===== src/rtl/alu_cc_unit.sv =====
// Y86 condition-code register and registered condition-query unit behind the execute-stage ALU.
// Optional macro ALU_CC_BYPASS_EN forwards same-cycle incoming flags into the query evaluation.
module alu_cc_unit #(
    parameter int unsigned WIDTH = 32
) (
    input  logic             clk,
    input  logic             rst,
    input  logic [WIDTH-1:0] alu_ans,
    input  logic             alu_overflow,
    input  logic             alu_valid,
    input  logic             set_cc,
    input  logic             stall,
    input  logic             cond_req,
    input  logic [3:0]       cond_ifun,
    output logic [WIDTH-1:0] result_q,
    output logic             zf,
    output logic             sf,
    output logic             of,
    output logic             cc_written,
    output logic             cnd_valid,
    output logic             cnd,
    output logic             cond_err
);

    logic upd;
    logic acc;
    logic in_zf;
    logic in_sf;
    logic eval_zf;
    logic eval_sf;
    logic eval_of;
    logic eval_cnd;
    logic eval_err;
    logic lt;

    assign upd   = alu_valid & ~stall;
    assign acc   = cond_req & ~stall;
    assign in_zf = (alu_ans == '0);
    assign in_sf = alu_ans[WIDTH-1];

`ifdef ALU_CC_BYPASS_EN
    // Forward flags being written this edge so a same-cycle query sees them.
    always_comb begin
        eval_zf = zf;
        eval_sf = sf;
        eval_of = of;
        if (acc && upd && set_cc) begin
            eval_zf = in_zf;
            eval_sf = in_sf;
            eval_of = alu_overflow;
        end
    end
`else
    always_comb begin
        eval_zf = zf;
        eval_sf = sf;
        eval_of = of;
    end
`endif

    assign lt = eval_sf ^ eval_of;

    always_comb begin
        eval_cnd = 1'b0;
        eval_err = 1'b0;
        case (cond_ifun)
            4'd0:    eval_cnd = 1'b1;
            4'd1:    eval_cnd = lt | eval_zf;
            4'd2:    eval_cnd = lt;
            4'd3:    eval_cnd = eval_zf;
            4'd4:    eval_cnd = ~eval_zf;
            4'd5:    eval_cnd = ~lt;
            4'd6:    eval_cnd = ~lt & ~eval_zf;
            default: eval_err = 1'b1;
        endcase
    end

    always_ff @(posedge clk) begin
        if (rst) begin
            result_q   <= '0;
            zf         <= 1'b1;
            sf         <= 1'b0;
            of         <= 1'b0;
            cc_written <= 1'b0;
            cnd_valid  <= 1'b0;
            cnd        <= 1'b0;
            cond_err   <= 1'b0;
        end else begin
            cnd_valid <= acc;
            if (upd) begin
                result_q <= alu_ans;
                if (set_cc) begin
                    zf         <= in_zf;
                    sf         <= in_sf;
                    of         <= alu_overflow;
                    cc_written <= 1'b1;
                end
            end
            if (acc) begin
                cnd      <= eval_cnd;
                cond_err <= eval_err;
            end
        end
    end

endmodule

===== config.mk =====
export PLATFORM = sky130hd
export DESIGN_NAME = alu_cc_unit
export DESIGN_NICKNAME = d
export VERILOG_FILES = /design/src/rtl/alu_cc_unit.sv
export SDC_FILE = /design/constraint.sdc
export NUM_CORES = 1
export LEC_CHECK = 0
export CAP_MARGIN = 0
export CELL_PAD_IN_SITES_DETAIL_PLACEMENT = 1
export CELL_PAD_IN_SITES_GLOBAL_PLACEMENT = 1
export CORE_AREA = 2 2 76 78
export CTS_CLUSTER_SIZE = 40
export DETAILED_ROUTE_END_ITERATION = 10
export DIE_AREA = 0 0 78 80
export GPL_TIMING_DRIVEN = 0
export PLACE_DENSITY_LB_ADDON = 0.1
export SETUP_SLACK_MARGIN = 0.5
export SYNTH_ARGS = -nofsm -noshare
export SYNTH_HDL_FRONTEND = slang
export SYNTH_SLANG_ARGS = --single-unit

===== constraint.sdc =====
create_clock -name clk -period 1.9 [get_ports clk]
set_clock_uncertainty 0.05 [all_clocks]
set_input_delay 0.38 -clock clk [delete_from_list [all_inputs] [get_ports clk]]
set_output_delay 0.38 -clock clk [all_outputs]
set_load 0.005 [all_outputs]

==> key figures <==
CTS
  • H-tree levels: 2
  • CTS Buf Count: 5
  • Worst-path clk slew: 0.08 ns
  • Clock Sinks: 39
  • Clock Tree Root: clkbuf_8
  • Clock Tree Buf Depth: 2
  • CTS tree: done
  • Worst skew pair latency: 0.29 ns
  • Hold Buf Count CTS: 0

Pwr
  • Clock share of power: 0.330
  • Comb pwr share: 0.165
  • Static leakage: 0.00120 µW
  • Seq pwr share: 0.505
  • Switching Fraction: 0.248
  • Psw: 429 µW
  • Internal power: 1300 µW
  • Worst vdd ir: 0.000346 V
  • Pwr/cell area: 670 nW/µm²

Timing
  • Hold slack final: 0.331 ns
  • RSZ-0062 raised after global routing: no
  • Setup TNS: 0 ns
  • Final hold vios: 0
  • Count of final max-slew check failures: 0
  • Relative slew margins: 0.703
  • Fin crit period: 1.36 ns
  • Actual slew at the worst max-slew pin: 0.446 ns
  • Max Fclk: 733 MHz
  • Final setup fails: 0
  • Final Cycle Share: 0.718

Critical path
  • Reg2Reg Depth: 4
  • Critical path peak fanout: 10
  • R2R setup slack: 0.88 ns
  • Startpoint class of the critical path: input pin
  • Critical path data required time: 2.01 ns
  • Worst R2R End: cnd
  • WP data arrival: 1.48 ns
  • CP Capture Type: flop
  • Reg-to-reg startpoint: sf
  • CP max-delay cell: clkdlybuf4s50_1
  • Largest delay contributor family on the critical path: buffers and inverters
  • Crit-path cells: clkdlybuf4s50_1 > or2b_4 > buf_4 > nand2_1 > a21oi_1
  • Largest stage delay, worst path: 0.48 ns
  • Critical path buffer and inverter count: 2
  • Critical path type: in2reg

Yosys
  • Simple-Gate Fraction of Synth Area: 0.268
  • Synth Instances: 186
  • Ys Warns: 0
  • Count of different cell masters after synthesis: 26
  • Post-synthesis adder-cell area fraction: 0
  • Post-synthesis mux area share: 0.00650
  • Post-Synth XOR/XNOR Area: 0.00569
  • Synth Area in Compound Gates: 0.157
  • Syn_nets: 229
  • Netlist area before placement: 1540 µm²
  • Seq/Total Area, Yosys: 0.507
  • Synthesized flop and latch total: 39
  • Largest family of logic cells by synthesized area: simple AND/OR/NAND/NOR gates
  • Synth Area per Inst: 8.27 µm²

Detailed routing
  • Post-route DRC: 0
  • Final WL: 4770 µm
  • Drt wl/cell: 13.7 µm
  • DRT iter0 DRCs: 52
  • Vias per cell: 4.56
  • Detailed Routing Iterations Pass 1: 4
  • Antenna Violating Nets Remaining: 0
  • Vias: 1,588

Worst hold path
  • Critical hold path startpoint: alu_ans[27]
  • Hold Path Sink: result_q[27]
  • Worst Hold Path Cells: 3
  • Worst min-delay path class: in2reg

GRT
  • Gr usage total: 0.157
  • Largest net degree at the start of global routing: 12
  • Grt ovf: 0
  • Vias in the first global route: 1,580
  • First-pass GRT wire length: 7700 µm
  • Antenna violations before repair: 0

Floorplan
  • Core region area: 5410 µm²
  • Initial core utilization: 0.285
  • Core Rows: 27
  • Die height: 80 µm
  • Top-level I/O count: 82
  • Die width: 78 µm
  • Full die area: 6240 µm²

Placement
  • DP HPWL: 3610 µm
  • # port buffers: 81
  • Gpl congestion: 0.687

Finish
  • Area growth syn-to-layout: 67.7%
  • Layout cell share with drive strength beyond 1: 0.163
  • Antenna cells: 0
  • Most frequent cells in the layout: 66 x nand2_1, 43 x dlygate4sd2_1, 36 x a21oi_1
  • Commonest non-fill, non-tap cell in the layout: nand2_1
  • Nets@finish: 319

Outcome
  • Outcome: finished clean

Run
  • Max-cap viol count: 0
[flip-flops by register name, indices dropped and copies added, names as in the netlist]
register	count
zf	1
cnd_valid	1
cond_err	1
sf	1
cc_written	1
result_q	32
of	1
cnd	1
[cells by family after synthesis]
kind of cell / count (synthesis)
DFF: 39
xor gates and xnor gates: 1
muxes: 1
AOI/OAI and AO/OA: 44
and+or+nand+nor: 88
buffers and inverters: 13
[final cells by class]
| class | count | area [µm²] |
|---|---|---|
| buffer | 11 | 91.3 |
| clock buffer | 6 | 82.6 |
| clock inverter | 1 | 5.00 |
| fill | 664 | 2820 |
| inverter | 2 | 7.51 |
| multi-input combinational | 134 | 706 |
| sequential | 39 | 800 |
| tap | 72 | 90.1 |
| timing repair buffer | 83 | 800 |
[worst max-delay path by stage]
stage	startpoint	to	slack, ns	cells past startpoint
floorplan	alu_valid	result_q[0]	0.81	4
global placement	rst	result_q[28]	0.07	4
detailed placement	rst	result_q[25]	0.05	4
CTS	zf	zf	0.30	1
global route	alu_valid	result_q[15]	0.51	5
finish	alu_valid	result_q[3]	0.54	5
[per-layer routing]
layer / share of wire / routed length, µm / global-route usage
met1: 0.45 / 2150 / 0.191
met2: 0.47 / 2260 / 0.269
met3: 0.067 / 318 / 0.0509
met4: 0.011 / 53 / 0.0421
met5: 0 / 0 / 0
[cells in the mapped netlist]
cell / instances / share of area
nand3_1: 3 / 0.0098
nor4_2: 4 / 0.033
o31ai_1: 1 / 0.0049
buf_6: 4 / 0.029
mux2i_1: 1 / 0.0065
o211ai_1: 2 / 0.0098
buf_1: 1 / 0.0024
a21oi_1: 36 / 0.12
a21oi_2: 1 / 0.0057
clkbuf_1: 1 / 0.0024
o31ai_2: 1 / 0.0081
nand4_1: 2 / 0.0081
nand2b_4: 1 / 0.0089
buf_2: 5 / 0.016
dfxtp_1: 39 / 0.51
inv_1: 2 / 0.0049
o21ai_0: 1 / 0.0032
nand2_1: 66 / 0.16
xor2_1: 1 / 0.0057
nor2b_2: 1 / 0.0057
or2b_4: 1 / 0.0073
nor2_1: 4 / 0.0098
nor4_1: 4 / 0.016
nand3b_1: 1 / 0.0049
a31oi_1: 2 / 0.0081
nand2_2: 1 / 0.0041
[through the flow]
stage	worst slack (ns)	util	cell area [µm²]	instances	power, µW
final	0.536	0.478	2580	348	1730
after global routing	0.507	0.478	2580	348	1830
after CTS	0.295	0.463	2500	346	1750
after detailed placement	0.0452	0.451	2440	339	1200
after global placement	0.0653	0.451	2440	339	1200
after floorplan	0.806	-	1540	186	992
[power groups by stage]
stage               registers [µW]  clock network [µW]  logic [µW]
floorplan                      895                   0        96.7
global placement               892                   0         306
detailed placement             894                   0         307
CTS                            876                 591         283
global route                   880                 634         314
finish                         874                 571         285
[worst min-delay path: stages]
cell            delay (ns)
dlymetal6s2s_1        0.14
nand2_1               0.06
a21oi_1               0.05
[timing repair]
item / 4_1_cts / 5_1_grt
pin swaps: 7 / 8
setup buffers: 0 / 1
setup endpoints to repair: 50 / 32
gates resized for setup: 59 / 24
cloned: 0 / 1
Note: power is estimated with default switching activity, not from simulation.
